### config.mk
export PLATFORM = sky130hd
export DESIGN_NAME = simple_st0_mem_ctrl_flat
export DESIGN_NICKNAME = d
export VERILOG_FILES = /design/src/rtl/simple_st0_mem_ctrl_if.sv /design/src/rtl/simple_st0_mem_ctrl.sv /design/src/flat_wrapper.sv
export SDC_FILE = /design/constraint.sdc
export NUM_CORES = 1
export LEC_CHECK = 0
export ABC_AREA = 1
export CORE_AREA = 5 5 391 393
export CTS_CLUSTER_DIAMETER = 40
export CTS_CLUSTER_SIZE = 8
export DETAILED_ROUTE_END_ITERATION = 16
export DIE_AREA = 0 0 396 398
export SYNTH_ARGS = -nofsm -noshare
export SYNTH_HDL_FRONTEND = slang
export SYNTH_SLANG_ARGS = --single-unit
### constraint.sdc
create_clock -name clk -period 42.5 [get_ports clk]
set_clock_uncertainty 0.2 [all_clocks]
set_input_delay 8.5 -clock clk [delete_from_list [all_inputs] [get_ports clk]]
set_output_delay 8.5 -clock clk [all_outputs]
set_load 0.005 [all_outputs]
### src/rtl/simple_st0_mem_ctrl_if.sv
//==============================================================================
// Module      : simple_st0_mem_ctrl_if
// Description : Interface for the st0 memory controller. It carries the load
//               stream, the job controls, the tap/bias/data memory ports and
//               the beat stream to the compute datapath. The master modport
//               is the controller side and the slave modport is the side that
//               holds the memories and the datapath.
// Revision    : 1.0 - initial release
//==============================================================================
`default_nettype none

interface simple_st0_mem_ctrl_if #(
    parameter int TAP_W   = 192,
    parameter int DATA_W  = 32,
    parameter int TAP_AW  = 5,
    parameter int BIAS_AW = 4,
    parameter int DATA_AW = 6
);
    // Load stream
    logic                ld_valid;
    logic                ld_ready;
    logic [1:0]          ld_sel;
    logic [TAP_AW:0]     ld_addr;
    logic [TAP_W-1:0]    ld_data;

    // Job control
    logic                start;
    logic [BIAS_AW-1:0]  num_out;
    logic [DATA_AW-1:0]  num_step;
    logic                busy;
    logic                done;

    // Memory ports
    logic [TAP_AW-1:0]   tap_addr;
    logic                tap_wr_en;
    logic                tap_rd_en;
    logic [TAP_W-1:0]    tap_wr_data;
    logic [TAP_W-1:0]    tap_rd_data;
    logic [BIAS_AW-1:0]  bias_addr;
    logic                bias_wr_en;
    logic                bias_rd_en;
    logic [DATA_W-1:0]   bias_wr_data;
    logic [DATA_W-1:0]   bias_rd_data;
    logic [DATA_AW-1:0]  data_addr;
    logic                data_wr_en;
    logic                data_rd_en;
    logic [DATA_W-1:0]   data_wr_data;
    logic [DATA_W-1:0]   data_rd_data;

    // Beat stream towards the datapath
    logic                out_valid;
    logic                out_ready;
    logic [TAP_W-1:0]    out_tap;
    logic [DATA_W-1:0]   out_data;
    logic [DATA_W-1:0]   out_bias;
    logic                out_first;
    logic                out_last;

    modport master (
        input  ld_valid, ld_sel, ld_addr, ld_data,
        input  start, num_out, num_step,
        input  tap_rd_data, bias_rd_data, data_rd_data,
        input  out_ready,
        output ld_ready, busy, done,
        output tap_addr, tap_wr_en, tap_rd_en, tap_wr_data,
        output bias_addr, bias_wr_en, bias_rd_en, bias_wr_data,
        output data_addr, data_wr_en, data_rd_en, data_wr_data,
        output out_valid, out_tap, out_data, out_bias, out_first, out_last
    );

    modport slave (
        output ld_valid, ld_sel, ld_addr, ld_data,
        output start, num_out, num_step,
        output tap_rd_data, bias_rd_data, data_rd_data,
        output out_ready,
        input  ld_ready, busy, done,
        input  tap_addr, tap_wr_en, tap_rd_en, tap_wr_data,
        input  bias_addr, bias_wr_en, bias_rd_en, bias_wr_data,
        input  data_addr, data_wr_en, data_rd_en, data_wr_data,
        input  out_valid, out_tap, out_data, out_bias, out_first, out_last
    );
endinterface

`default_nettype wire

### src/rtl/simple_st0_mem_ctrl.sv
//==============================================================================
// Module      : simple_st0_mem_ctrl
// Description : Initiator for the st0 tap/bias/data memories. In IDLE it
//               forwards a load stream into the memories; in RUN it sequences
//               reads (bias once per output, tap+data per step) and emits
//               aligned {tap, data, bias} beats on a valid/ready stream.
//               Optional macro SIMPLE_ST0_MEM_CTRL_PERF_EN adds a saturating
//               output stall counter (stall_cnt).
// Revision    : 1.0 - initial release
//==============================================================================
`default_nettype none

module simple_st0_mem_ctrl #(
    parameter int TAP_W   = 192,
    parameter int DATA_W  = 32,
    parameter int TAP_AW  = 5,
    parameter int BIAS_AW = 4,
    parameter int DATA_AW = 6
) (
    input  wire                   clk,
    input  wire                   reset,
    simple_st0_mem_ctrl_if.master bus
`ifdef SIMPLE_ST0_MEM_CTRL_PERF_EN
    ,
    output logic [15:0]           stall_cnt
`endif
);

    localparam logic [1:0] IDLE  = 2'd0;
    localparam logic [1:0] RUN   = 2'd1;
    localparam logic [1:0] DRAIN = 2'd2;

    // One buffered beat: {tap, data, bias, first, last}
    localparam int ENTRY_W = TAP_W + 2 * DATA_W + 2;

    logic [1:0]          state;
    logic                done_q;

    logic [BIAS_AW-1:0]  num_out_q;
    logic [DATA_AW-1:0]  num_step_q;
    logic [BIAS_AW-1:0]  o_cnt;
    logic [DATA_AW-1:0]  s_cnt;
    logic [TAP_AW-1:0]   t_cnt;

    // Side information for the read issued in the previous cycle
    logic                inflight;
    logic                pend_bias;
    logic                pend_first;
    logic                pend_last;
    logic [DATA_W-1:0]   bias_hold;

    logic [ENTRY_W-1:0]  fifo_mem [2];
    logic                wr_ptr;
    logic                rd_ptr;
    logic [1:0]          fifo_count;

    logic                load;
    logic                start_take;
    logic                pop;
    logic                push;
    logic [1:0]          occupancy;
    logic                issue;
    logic                last_issue;
    logic                drain_exit;
    logic [DATA_W-1:0]   cap_bias;
    logic [ENTRY_W-1:0]  cap_entry;
    logic [ENTRY_W-1:0]  head;

    // Control decode; a slot freed by a pop this cycle is reusable at once,
    // which is what sustains one beat per cycle with a 2-entry buffer.
    always_comb begin
        load       = (state == IDLE) && bus.ld_valid;
        start_take = (state == IDLE) && bus.start;
        pop        = (fifo_count != 2'd0) && bus.out_ready;
        push       = inflight;
        occupancy  = fifo_count + {1'b0, inflight} - {1'b0, pop};
        issue      = (state == RUN) && (occupancy < 2'd2);
        last_issue = issue && (o_cnt == num_out_q) && (s_cnt == num_step_q);
        drain_exit = !inflight && ((fifo_count == 2'd0) || ((fifo_count == 2'd1) && pop));
        cap_bias   = pend_bias ? bus.bias_rd_data : bias_hold;
        cap_entry  = {bus.tap_rd_data, bus.data_rd_data, cap_bias, pend_first, pend_last};
        head       = fifo_mem[rd_ptr];
    end

    // Memory port drive: load writes in IDLE, sequenced reads in RUN
    always_comb begin
        bus.ld_ready     = (state == IDLE);
        bus.tap_wr_en    = load && (bus.ld_sel == 2'd0);
        bus.bias_wr_en   = load && (bus.ld_sel == 2'd1);
        bus.data_wr_en   = load && (bus.ld_sel == 2'd2);
        bus.tap_rd_en    = issue;
        bus.data_rd_en   = issue;
        bus.bias_rd_en   = issue && (s_cnt == '0);
        bus.tap_wr_data  = load ? bus.ld_data : '0;
        bus.bias_wr_data = load ? bus.ld_data[DATA_W-1:0] : '0;
        bus.data_wr_data = load ? bus.ld_data[DATA_W-1:0] : '0;
        bus.tap_addr     = '0;
        bus.bias_addr    = '0;
        bus.data_addr    = '0;
        if (issue) begin
            bus.tap_addr  = t_cnt;
            bus.data_addr = s_cnt;
            if (s_cnt == '0) begin
                bus.bias_addr = o_cnt;
            end
        end else if (load) begin
            bus.tap_addr  = bus.ld_addr[TAP_AW-1:0];
            bus.bias_addr = bus.ld_addr[BIAS_AW-1:0];
            bus.data_addr = bus.ld_addr[DATA_AW-1:0];
        end
    end

    // Beat stream and status outputs come straight from the buffer head
    always_comb begin
        bus.out_valid = (fifo_count != 2'd0);
        {bus.out_tap, bus.out_data, bus.out_bias, bus.out_first, bus.out_last} = head;
        bus.busy      = (state != IDLE);
        bus.done      = done_q;
    end

    // Job state machine; done pulses in the first IDLE cycle after a job
    always_ff @(posedge clk or posedge reset) begin
        if (reset) begin
            state  <= IDLE;
            done_q <= 1'b0;
        end else begin
            done_q <= 1'b0;
            case (state)
                IDLE: begin
                    if (bus.start) begin
                        state <= RUN;
                    end
                end
                RUN: begin
                    if (last_issue) begin
                        state <= DRAIN;
                    end
                end
                DRAIN: begin
                    if (drain_exit) begin
                        state  <= IDLE;
                        done_q <= 1'b1;
                    end
                end
                default: state <= IDLE;
            endcase
        end
    end

    // Job geometry latch and output/step/tap counters
    always_ff @(posedge clk or posedge reset) begin
        if (reset) begin
            num_out_q  <= '0;
            num_step_q <= '0;
            o_cnt      <= '0;
            s_cnt      <= '0;
            t_cnt      <= '0;
        end else if (start_take) begin
            num_out_q  <= bus.num_out;
            num_step_q <= bus.num_step;
            o_cnt      <= '0;
            s_cnt      <= '0;
            t_cnt      <= '0;
        end else if (issue) begin
            t_cnt <= t_cnt + 1'b1;
            if (s_cnt == num_step_q) begin
                s_cnt <= '0;
                o_cnt <= o_cnt + 1'b1;
            end else begin
                s_cnt <= s_cnt + 1'b1;
            end
        end
    end

    // Track the outstanding read and the bias for the current output
    always_ff @(posedge clk or posedge reset) begin
        if (reset) begin
            inflight   <= 1'b0;
            pend_bias  <= 1'b0;
            pend_first <= 1'b0;
            pend_last  <= 1'b0;
            bias_hold  <= '0;
        end else begin
            inflight   <= issue;
            pend_bias  <= issue && (s_cnt == '0);
            pend_first <= (s_cnt == '0);
            pend_last  <= (s_cnt == num_step_q);
            if (inflight && pend_bias) begin
                bias_hold <= bus.bias_rd_data;
            end
        end
    end

    // Two-entry return buffer, written one cycle after each issue
    always_ff @(posedge clk or posedge reset) begin
        if (reset) begin
            fifo_mem[0] <= '0;
            fifo_mem[1] <= '0;
            wr_ptr      <= 1'b0;
            rd_ptr      <= 1'b0;
            fifo_count  <= 2'd0;
        end else begin
            if (push) begin
                fifo_mem[wr_ptr] <= cap_entry;
                wr_ptr           <= ~wr_ptr;
            end
            if (pop) begin
                rd_ptr <= ~rd_ptr;
            end
            fifo_count <= fifo_count + {1'b0, push} - {1'b0, pop};
        end
    end

`ifdef SIMPLE_ST0_MEM_CTRL_PERF_EN
    // Count cycles where a beat waits on the datapath during a job
    always_ff @(posedge clk or posedge reset) begin
        if (reset) begin
            stall_cnt <= 16'd0;
        end else if (start_take) begin
            stall_cnt <= 16'd0;
        end else if ((state != IDLE) && (fifo_count != 2'd0) && !bus.out_ready
                     && (stall_cnt != 16'hFFFF)) begin
            stall_cnt <= stall_cnt + 16'd1;
        end
    end
`endif

endmodule

`default_nettype wire

### src/flat_wrapper.sv
// flat-port wrapper written by rule: the top's interface ports become plain ports
module simple_st0_mem_ctrl_flat 
#(
    parameter int TAP_W   = 192,
    parameter int DATA_W  = 32,
    parameter int TAP_AW  = 5,
    parameter int BIAS_AW = 4,
    parameter int DATA_AW = 6
)
  (clk, reset, bus_ld_valid, bus_ld_sel, bus_ld_addr, bus_ld_data, bus_start, bus_num_out, bus_num_step, bus_tap_rd_data, bus_bias_rd_data, bus_data_rd_data, bus_out_ready, bus_ld_ready, bus_busy, bus_done, bus_tap_addr, bus_tap_wr_en, bus_tap_rd_en, bus_tap_wr_data, bus_bias_addr, bus_bias_wr_en, bus_bias_rd_en, bus_bias_wr_data, bus_data_addr, bus_data_wr_en, bus_data_rd_en, bus_data_wr_data, bus_out_valid, bus_out_tap, bus_out_data, bus_out_bias, bus_out_first, bus_out_last);
  simple_st0_mem_ctrl_if #(.TAP_W(TAP_W), .DATA_W(DATA_W), .TAP_AW(TAP_AW), .BIAS_AW(BIAS_AW), .DATA_AW(DATA_AW)) bus_i ();
  input  wire clk;
  input  wire reset;
  input wire logic [$bits(bus_i.ld_valid)-1:0] bus_ld_valid;
  input wire logic [$bits(bus_i.ld_sel)-1:0] bus_ld_sel;
  input wire logic [$bits(bus_i.ld_addr)-1:0] bus_ld_addr;
  input wire logic [$bits(bus_i.ld_data)-1:0] bus_ld_data;
  input wire logic [$bits(bus_i.start)-1:0] bus_start;
  input wire logic [$bits(bus_i.num_out)-1:0] bus_num_out;
  input wire logic [$bits(bus_i.num_step)-1:0] bus_num_step;
  input wire logic [$bits(bus_i.tap_rd_data)-1:0] bus_tap_rd_data;
  input wire logic [$bits(bus_i.bias_rd_data)-1:0] bus_bias_rd_data;
  input wire logic [$bits(bus_i.data_rd_data)-1:0] bus_data_rd_data;
  input wire logic [$bits(bus_i.out_ready)-1:0] bus_out_ready;
  output wire logic [$bits(bus_i.ld_ready)-1:0] bus_ld_ready;
  output wire logic [$bits(bus_i.busy)-1:0] bus_busy;
  output wire logic [$bits(bus_i.done)-1:0] bus_done;
  output wire logic [$bits(bus_i.tap_addr)-1:0] bus_tap_addr;
  output wire logic [$bits(bus_i.tap_wr_en)-1:0] bus_tap_wr_en;
  output wire logic [$bits(bus_i.tap_rd_en)-1:0] bus_tap_rd_en;
  output wire logic [$bits(bus_i.tap_wr_data)-1:0] bus_tap_wr_data;
  output wire logic [$bits(bus_i.bias_addr)-1:0] bus_bias_addr;
  output wire logic [$bits(bus_i.bias_wr_en)-1:0] bus_bias_wr_en;
  output wire logic [$bits(bus_i.bias_rd_en)-1:0] bus_bias_rd_en;
  output wire logic [$bits(bus_i.bias_wr_data)-1:0] bus_bias_wr_data;
  output wire logic [$bits(bus_i.data_addr)-1:0] bus_data_addr;
  output wire logic [$bits(bus_i.data_wr_en)-1:0] bus_data_wr_en;
  output wire logic [$bits(bus_i.data_rd_en)-1:0] bus_data_rd_en;
  output wire logic [$bits(bus_i.data_wr_data)-1:0] bus_data_wr_data;
  output wire logic [$bits(bus_i.out_valid)-1:0] bus_out_valid;
  output wire logic [$bits(bus_i.out_tap)-1:0] bus_out_tap;
  output wire logic [$bits(bus_i.out_data)-1:0] bus_out_data;
  output wire logic [$bits(bus_i.out_bias)-1:0] bus_out_bias;
  output wire logic [$bits(bus_i.out_first)-1:0] bus_out_first;
  output wire logic [$bits(bus_i.out_last)-1:0] bus_out_last;
  assign bus_i.ld_valid = bus_ld_valid;
  assign bus_i.ld_sel = bus_ld_sel;
  assign bus_i.ld_addr = bus_ld_addr;
  assign bus_i.ld_data = bus_ld_data;
  assign bus_i.start = bus_start;
  assign bus_i.num_out = bus_num_out;
  assign bus_i.num_step = bus_num_step;
  assign bus_i.tap_rd_data = bus_tap_rd_data;
  assign bus_i.bias_rd_data = bus_bias_rd_data;
  assign bus_i.data_rd_data = bus_data_rd_data;
  assign bus_i.out_ready = bus_out_ready;
  assign bus_ld_ready = bus_i.ld_ready;
  assign bus_busy = bus_i.busy;
  assign bus_done = bus_i.done;
  assign bus_tap_addr = bus_i.tap_addr;
  assign bus_tap_wr_en = bus_i.tap_wr_en;
  assign bus_tap_rd_en = bus_i.tap_rd_en;
  assign bus_tap_wr_data = bus_i.tap_wr_data;
  assign bus_bias_addr = bus_i.bias_addr;
  assign bus_bias_wr_en = bus_i.bias_wr_en;
  assign bus_bias_rd_en = bus_i.bias_rd_en;
  assign bus_bias_wr_data = bus_i.bias_wr_data;
  assign bus_data_addr = bus_i.data_addr;
  assign bus_data_wr_en = bus_i.data_wr_en;
  assign bus_data_rd_en = bus_i.data_rd_en;
  assign bus_data_wr_data = bus_i.data_wr_data;
  assign bus_out_valid = bus_i.out_valid;
  assign bus_out_tap = bus_i.out_tap;
  assign bus_out_data = bus_i.out_data;
  assign bus_out_bias = bus_i.out_bias;
  assign bus_out_first = bus_i.out_first;
  assign bus_out_last = bus_i.out_last;
  simple_st0_mem_ctrl #(.TAP_W(TAP_W), .DATA_W(DATA_W), .TAP_AW(TAP_AW), .BIAS_AW(BIAS_AW), .DATA_AW(DATA_AW)) u_core (.clk(clk), .reset(reset), .bus(bus_i));
endmodule
==> key figures, run 1 <==
Clock tree
  – Postcts setup bufs: 0
  – Post-CTS sizing: 0
  – Number of CTS-inserted buffers: between 100 and 150
  – Skew-Pair Late Insertion Delay: 0.69 ns
  – H-tree Lvls: 3
  – CTS tree: yes
  – Hold-fix buffers at CTS: 0
  – Worst-path clk slew: roughly 0.050 ns
  – Max Root-Sink Buffers: 3
  – CTS root buffer: clkbuf_16
  – Clk sinks: slightly below 600

Synth
  – Synth warn: 0
  – Post-synthesis sequential area ratio: between 50% and 60%
  – Mapped Nets: 4,173
  – Synth Area per Inst: about 7.5 um^2
  – Synth top area share: 52.7%
  – Cells after synthesis: 3,696
  – Yosys reg bits: ~580
  – Synth Cell Area: about 0.028 mm^2
  – Largest area contributor in the netlist: dfrtp_1
  – Unique masters post-synth: 23
  – Top post-synthesis cells by area: dfrtp_1 53%, nand2_1 19%, o21ai_0 10%, inv_1 7.1%, nor2_1 3.2%

Routing
  – Pre-Repair DR Iteration Count: 5
  – WL/cell: around 22 um
  – 1st-iter DRT viols: 2,149
  – DRC Markers: 0
  – Routed Antenna Nets: 0
  – Post-DR vias/cell: roughly 4.1
  – WL final: ~150,000 um
  – Via count: roughly 27,000

Timing
  – Final Max Tran Viols: 0
  – Fin crit period: about 21 ns
  – Crit share post-route: between 40% and 50%
  – Final setup TNS: 0 ns
  – Final hold viol count: 0
  – Slew HR: between 20% and 30%
  – Highest achievable clock rate: roughly 0.048 GHz
  – RSZ-0062 raised after global routing: no
  – Pin slew with the least headroom to its limit: about 1.1 ns
  – Final setup vio count: 0

Placed design
  – Gp weighted congestion: about 1
  – Post-place instance area: between 0.03 and 0.04 mm^2
  – Final HPWL DP: around 120,000 um
  – Port Buffers: between 1,000 and 1,500

Power and ir drop
  – P per Cell Area: between 70 and 80 mW/mm^2
  – Max VDD drop: 0.0393 mV
  – Leakage power: 20.4 nW

Floorplan
  – Placeable Area: about 0.15 mm^2
  – Overall die width: roughly 400 um
  – Die area: roughly 0.16 mm^2
  – # rows: 142
  – I/O pin count: around 1,000
  – Die Span Y: 398 um
  – Starting Density: 18.6%

Critical path
  – Critical-path top delay cell: buf_4
  – Worst R2R Setup Slack: 38.88 ns
  – Crit-path max cell delay: 0.83 ns
  – Largest delay share family, worst path: buffers and inverters
  – CP Launch Type: input pin
  – Crit path buffers/inverters: 4
  – Worst r2r dst: u_core.fifo_mem[15]
  – Crit-path max FO: between 100 and 150
  – FF-to-FF path depth: 6
  – Crit path kind: input pin to output pin
  – Critical path, cell by cell: clkdlybuf4s50_1, nand2_8, buf_4, buf_4, nor2_1, clkdlybuf4s50_1
  – Reg2Reg Launch Point: u_core.inflight
  – Worst EP required: between 30 and 40 ns
  – Worst path arrival time: approximately 12 ns
  – Critical Path End Type: output pin

Worst hold path
  – HP Class: register to register
  – Hold Crit Start: u_core.fifo_mem[166]
  – Hold Crit Depth: 2
  – WHS Endpoint: u_core.fifo_mem[166]

Status
  – Outcome: completed

Global route
  – Largest net degree at the start of global routing: between 100 and 150
  – Total gr overflow: 0
  – Initial antenna violation count: 65
  – Number of global-route vias before repair: ~27,000
  – GRT Overall Usage: between 10% and 20%
  – First-pass GRT wire length: 200,000 um

Cells and area
  – Multi-input logic area: 0.00968 mm^2
  – Fillers: 16,000
  – Design area: 0.0425 mm^2
  – Share of cells above drive strength 1: around 4.4%
  – P&R area growth vs syn: 53.4%
  – Number of nets in the layout: approximately 5,000
  – Reg area: between 0.01 and 0.015 mm^2
  – Commonest non-fill, non-tap cells in the layout: 1,412 x nand2_1, 1,009 x clkdlybuf4s50_1, 582 x dfrtp_1
  – Commonest non-fill, non-tap cell in the layout: nand2_1

Flow run
  – Total of max-cap violations: 0
[registers in the layout, indices dropped and copies added (netlist names)]
name and cells:
u_core.fifo_mem 516, u_core.bias_hold 32, u_core.num_step_q 6, u_core.s_cnt 6
u_core.t_cnt 5, u_core.num_out_q 4, u_core.o_cnt 4, u_core.fifo_count 2
u_core.state 2, u_core.bus.done 1, u_core.inflight 1, u_core.pend_bias 1
u_core.pend_first 1, u_core.pend_last 1, u_core.rd_ptr 1, u_core.wr_ptr 1
[power by group]
part           switching, mW  internal [mW]
sequential             0.133          0.832
combinational          0.805          0.609
clock                  0.291          0.518
total                   1.23           1.96
[Yosys cell counts (all sizes together)]
cell	n
xor2	12
o21ai	572
nand2	1419
nand4	9
o22ai	2
inv	526
nand3	13
o211ai	1
clkbuf	80
dfrtp	584
buf	195
a21oi	32
ha	6
nor3	3
nor2	242
[area by class of cell]
cell class | instances | area share [%]
Sequential cell | 584 | 34.4
Timing Repair Buffer | 1037 | 24.3
Multi-Input combinational cell | 2311 | 22.8
Clock buffer | 139 | 6.81
Tap cell | 1944 | 5.72
Inverter | 526 | 4.68
Clock inverter | 37 | 1.21
Antenna cell | 30 | 0.177
[routing by layer]
layer	track usage (%)	vias up	wire, um
li1	-	12800	-
met1	15.3	12600	43200
met3	5.27	330	10300
met5	0	-	83
met4	19.1	14	17200
met2	31.8	1049	76200
[worst max-delay path by stage]
stage	from	endpoint	slack, ns	cells past startpoint
after floorplan	reset	u_core.bias_hold[0]	17.46	1
after global placement	bus_ld_valid	bus_data_wr_data[3]	21.90	6
after detailed placement	bus_ld_valid	bus_bias_wr_data[3]	21.90	6
after CTS	bus_ld_valid	bus_bias_wr_data[3]	21.88	6
after global routing	bus_ld_valid	bus_bias_wr_data[4]	21.69	6
final	bus_ld_valid	bus_bias_wr_data[4]	21.86	6
[per-stage QoR]
step / hold slack, ns / power (mW) / setup WS [ns] / util, % / cells
2_1_floorplan: 0.249 / 1.66 / 17.46 / - / 3696
3_3_place_gp: 0.261 / 2.38 / 21.90 / 26.2 / 6402
3_5_place_dp: 0.265 / 2.40 / 21.90 / 26.2 / 6402
4_1_cts: 0.278 / 3.24 / 21.88 / 28.5 / 6578
5_1_grt: 0.291 / 3.43 / 21.69 / 28.5 / 6600
6_report: 0.271 / 3.19 / 21.86 / 28.5 / 6608
[worst min-delay path, delay by kind of cell (launching register included)]
family,cells,cell delay [ns]
and+or+nand+nor,2,0.10
DFF,1,0.33
[cell families after synthesis]
group,after synthesis,synth area share [%]
DFF,584,52.7
buffers and inverters,801,12.5
xor gates and xnor gates,12,0.379
AOI/OAI and AO/OA,607,11.0
and+or+nand+nor,1686,23.2
adders and majority gates,6,0.271
No activity file was read; power rests on OpenSTA's default activity.
==> inputs of run 2 (changes only) <==
Settings changed: CORE_AREA 5 5 391 393 to 5 5 388 390, DIE_AREA 0 0 396 398 to 0 0 393 395.
Clock period 42.5 ns to 17.4 ns, I/O delays scaled along.
==> run 2 against run 1 <==
Compared with the run above: count of clock-buffer cells in the layout shrank 8; power grew 140%; clock power grew 140%; sequential share of layout area grew 0.083 points; flip-flop and latch count is the same; critical path depth shrank 1; die area shrank 1.5%; final area shrank 0.24%; setup slack lost 15 ns; global-route usage grew 1.9 points; critical path type unchanged; largest cell class unchanged; largest power group unchanged.
==> key figures, run 2 (same netlist as run 1, synthesis figures left out) <==
Routing
  – DRC Markers: 0
  – WL final: approximately 160,000 um
  – Via count: 26,800
  – 1st-iter DRT viols: 2,033
  – Routed Antenna Nets: 0
  – Pre-Repair DR Iteration Count: 8
  – Post-DR vias/cell: between 4 and 5
  – WL/cell: between 20 and 25 um

Timing
  – RSZ-0062 raised after global routing: no
  – Final Max Tran Viols: 0
  – Final setup TNS: 0 ns
  – Highest achievable clock rate: 0.0988 GHz
  – Final setup vio count: 0
  – Fin crit period: 10.12 ns
  – Final hold viol count: 0
  – Pin slew with the least headroom to its limit: approximately 1.1 ns
  – Slew HR: 23.2%
  – Crit share post-route: around three fifths

Critical path
  – Crit path kind: input pin to output pin
  – Worst path arrival time: approximately 6.4 ns
  – CP Launch Type: input pin
  – Reg2Reg Launch Point: u_core.inflight
  – FF-to-FF path depth: 6
  – Crit-path max FO: 117
  – Worst r2r dst: u_core.fifo_mem[489]
  – Worst EP required: 13.72 ns
  – Critical Path End Type: output pin
  – Worst R2R Setup Slack: between 10 and 15 ns

Worst hold path
  – WHS Endpoint: u_core.fifo_mem[204]
  – Hold Crit Start: u_core.fifo_mem[204]
  – Hold Crit Depth: 2
  – HP Class: register to register

Floorplan
  – Starting Density: between 10% and 20%
  – Die area: approximately 0.16 mm^2
  – Placeable Area: 0.147 mm^2
  – I/O pin count: a little over 1,000
  – Overall die width: a little under 400 um
  – Die Span Y: between 300 and 400 um
  – # rows: ~140

Power and ir drop
  – Leakage power: 20.3 nW
  – Max VDD drop: between 0.09 and 0.1 mV
  – P per Cell Area: ~180 mW/mm^2

Global route
  – GRT Overall Usage: between 10% and 20%
  – Initial antenna violation count: 57
  – Largest net degree at the start of global routing: 198
  – First-pass GRT wire length: between 200,000 and 250,000 um
  – Total gr overflow: 0
  – Number of global-route vias before repair: about 27,000

Clock tree
  – Skew-Pair Late Insertion Delay: 0.69 ns
  – Post-CTS sizing: 0
  – H-tree Lvls: 3
  – CTS root buffer: clkbuf_16
  – Number of CTS-inserted buffers: about 100
  – Clk sinks: between 500 and 600
  – Max Root-Sink Buffers: 3
  – Worst-path clk slew: 0.05 ns
  – CTS tree: yes
  – Postcts setup bufs: 0
  – Hold-fix buffers at CTS: 0

Cells and area
  – Share of cells above drive strength 1: 4.31%
  – Largest register FFs: between 500 and 600
  – Number of nets in the layout: 5,036
  – Commonest non-fill, non-tap cell in the layout: nand2_1
  – Top Registers: u_core.fifo_mem x516, u_core.bias_hold x32
  – Fillers: between 15,000 and 20,000
  – P&R area growth vs syn: 53.0%
  – Util after Layout: 28.9%
  – Top reg by flops: u_core.fifo_mem
  – Commonest non-fill, non-tap cells in the layout: 1,412 x nand2_1, 1,009 x clkdlybuf4s50_1, 582 x dfrtp_1

Status
  – Outcome: completed

Placed design
  – Port Buffers: 1,009
  – Final HPWL DP: 128,000 um
  – Gp weighted congestion: between 0.9 and 1

Flow run
  – Total of max-cap violations: 0
[run 2: worst max-delay path by stage]
stage | start | endpoint | cells after the start
final | bus_ld_valid | bus_data_wr_data[3] | 5
after global routing | bus_ld_valid | bus_data_wr_data[3] | 5
after CTS | bus_ld_valid | bus_bias_wr_data[3] | 5
after detailed placement | bus_ld_valid | bus_bias_wr_data[3] | 5
after global placement | bus_ld_valid | bus_bias_wr_data[3] | 5
after floorplan | reset | u_core.bias_hold[0] | 1
[run 2: cell type report]
| cell class | count | area (um^2) | share of cell area [%] |
|---|---|---|---|
| multi-input combinational | 2311 | 9680 | 22.8 |
| inverter | 526 | 1980 | 4.68 |
| clock inverter | 35 | 508 | 1.20 |
| clock buffer | 131 | 2840 | 6.70 |
| tap | 1930 | 2410 | 5.69 |
| antenna | 21 | 52.6 | 0.124 |
| sequential | 584 | 14600 | 34.5 |
| timing repair buffer | 1032 | 10300 | 24.3 |
[run 2: critical path, stage by stage]
cell and delay [ns]:
clkdlybuf4s50_1 0.50, nand2_8 0.44, buf_4 0.91, nor2_1 0.31, clkdlybuf4s50_1 0.63
[run 2: routing by layer]
layer	GRT usage (%)	vias up	share of wire (%)
li1	-	12800	-
met3	5.88	303	7.1
met2	36.2	1074	52
met1	17.0	12600	30
met4	18.4	6	11
met5	0	-	0.018
[run 2: metrics by stage]
step / power [mW] / cells / hold slack, ns / worst slack (ns) / cell area, um^2
2_1_floorplan: 4.05 / 3696 / 0.249 / 5.76 / 27700
3_3_place_gp: 5.83 / 6383 / 0.261 / 7.24 / 39000
3_5_place_dp: 5.88 / 6383 / 0.265 / 7.27 / 39000
4_1_cts: 7.90 / 6549 / 0.279 / 7.25 / 42400
5_1_grt: 8.37 / 6561 / 0.290 / 7.08 / 42400
6_report: 7.78 / 6570 / 0.274 / 7.28 / 42400
[run 2: power breakdown]
group	switching [mW]	leakage, nW	internal (mW)
Sequential	0.330	7.20	2.03
Combinational	1.98	11.5	1.49
Clock	0.715	1.62	1.23
Total	3.02	20.3	4.75
==> inputs of run 3 (changes only) <==
Clock period 17.4 ns to 9.09 ns, I/O delays scaled along.
==> run 3 against run 2 <==
Compared with the run above: setup slack got worse by 5.1 ns; critical path depth increased by 6; sequential power increased by 92%; highest routed layer unchanged.
==> key figures, run 3 (same netlist as run 1, synthesis figures left out) <==
Global route
  – Number of global-route vias before repair: approximately 27,000
  – Total gr overflow: 0
  – Initial antenna violation count: 70
  – GRT Overall Usage: between 10% and 20%
  – Largest net degree at the start of global routing: 159
  – First-pass GRT wire length: roughly 210,000 um

Cells and area
  – Number of nets in the layout: around 5,000
  – Reg area: ~0.015 mm^2
  – Commonest non-fill, non-tap cell in the layout: nand2_1
  – Share of cells above drive strength 1: between 4 and 5%
  – Largest register FFs: 516
  – Top Registers: u_core.fifo_mem x516, u_core.bias_hold x32
  – Multi-input logic area: between 0.009 and 0.01 mm^2
  – Commonest non-fill, non-tap cells in the layout: 1,412 x nand2_1, 1,009 x clkdlybuf4s50_1, 582 x dfrtp_1
  – Util after Layout: between 20 and 30%
  – P&R area growth vs syn: 53.4%
  – Top reg by flops: u_core.fifo_mem
  – Design area: about 0.043 mm^2
  – Fillers: 15,700
  – Non-filler cells, final: 6,603

Flow run
  – Total of max-cap violations: 0

Clock tree
  – Number of CTS-inserted buffers: 104
  – Post-CTS sizing: 0
  – Hold-fix buffers at CTS: 0
  – Clk sinks: about 600
  – Skew-Pair Late Insertion Delay: roughly 0.7 ns
  – Worst-path clk slew: 0.05 ns
  – H-tree Lvls: 3
  – Postcts setup bufs: 0
  – CTS root buffer: clkbuf_16
  – CTS tree: yes
  – Max Root-Sink Buffers: 3

Timing
  – Fin crit period: about 6.9 ns
  – Pin slew with the least headroom to its limit: around 1.1 ns
  – Highest achievable clock rate: between 0.1 and 0.15 GHz
  – Slew HR: a little over a quarter
  – Final setup vio count: 0
  – Crit share post-route: 76.0%
  – Final Max Tran Viols: 0
  – Final hold viol count: 0
  – RSZ-0062 raised after global routing: no
  – Final setup TNS: 0 ns

Power and ir drop
  – Leakage power: 20.4 nW
  – Max VDD drop: ~0.17 mV
  – P per Cell Area: about 350 mW/mm^2

Routing
  – Via count: approximately 27,000
  – 1st-iter DRT viols: 2,039
  – Pre-Repair DR Iteration Count: 6
  – DRC Markers: 0
  – Post-DR vias/cell: 4.13
  – WL/cell: 24.1 um
  – WL final: about 160,000 um
  – Routed Antenna Nets: 0

Placed design
  – Final HPWL DP: 128,000 um
  – Post-place instance area: between 0.03 and 0.04 mm^2
  – Port Buffers: 1,009
  – Gp weighted congestion: approximately 0.97
  – Placed insts: 6,390

Floorplan
  – Die area: approximately 0.16 mm^2
  – I/O pin count: about 1,000
  – Placeable Area: between 0.1 and 0.15 mm^2
  – Starting Density: a little under a fifth
  – Overall die width: approximately 390 um
  – # rows: about 140
  – Die Span Y: 395 um

Status
  – Outcome: completed

Worst hold path
  – HP Class: register to register
  – Hold Crit Depth: 2

Critical path
  – Crit-path max FO: 13
  – Worst path arrival time: between 4 and 5 ns
  – Critical Path End Type: output pin
  – Worst EP required: around 7.1 ns
  – Crit path kind: input pin to output pin
  – FF-to-FF path depth: 7
  – CP Launch Type: input pin
[run 3: worst paths after layout]
kind / startpoint / to / slack [ns]
worst max-delay path: bus_out_ready / bus_data_addr[2] / 2.18
worst max register to register: u_core.inflight / u_core.fifo_mem[356] / 5.46
worst min register to register: u_core.fifo_mem[13] / u_core.fifo_mem[13] / 0.27
max in group asynchronous: reset / u_core.rd_ptr / 5.55
min in group asynchronous: reset / u_core.bias_hold[16] / 1.29
worst min-delay path: u_core.fifo_mem[13] / u_core.fifo_mem[13] / 0.27
[run 3: area by class of cell]
type                    count  share of cell area (%)
clock buffers             133                    6.78
repair buffers           1039                    24.3
inverters                 526                    4.67
diodes                     42                   0.247
multi-input cells        2311                    22.8
flip-flops and latches    584                    34.4
clock inverters            38                    1.14
well taps                1930                    5.68
[run 3: worst max-delay path, stage by stage]
cell and delay [ns]:
clkdlybuf4s50_1 0.43, nand2_1 0.11, inv_1 0.05, ha_1 0.28, inv_1 0.05, ha_1 0.16
inv_1 0.05, nand2_1 0.08, nand3_1 0.65, o21ai_0 0.53, clkdlybuf4s50_1 0.66
[run 3: per-layer routing]
layer	routed length, um	GRT usage, %	part of all wire, %	up-vias
met5	42	0	0.026	-
met4	20200	21.8	13	8
met3	12300	6.21	7.7	337
met2	81300	34.9	51	1110
met1	45500	16.4	29	12900
li1	-	-	-	12900
[run 3: power breakdown]
group	total, mW	switching [mW]	internal [mW]
combinational	6.67	3.83	2.84
clock	3.74	1.38	2.37
sequential	4.52	0.627	3.89
[run 3: metrics by stage]
step / power (mW) / hold slack, ns / worst slack (ns)
finish: 14.9 / 0.274 / 2.18
detailed placement: 11.3 / 0.265 / 2.22
CTS: 15.1 / 0.278 / 2.18
global placement: 11.2 / 0.261 / 2.10
floorplan: 7.75 / 0.249 / -0.887
global route: 16.0 / 0.290 / 2.00
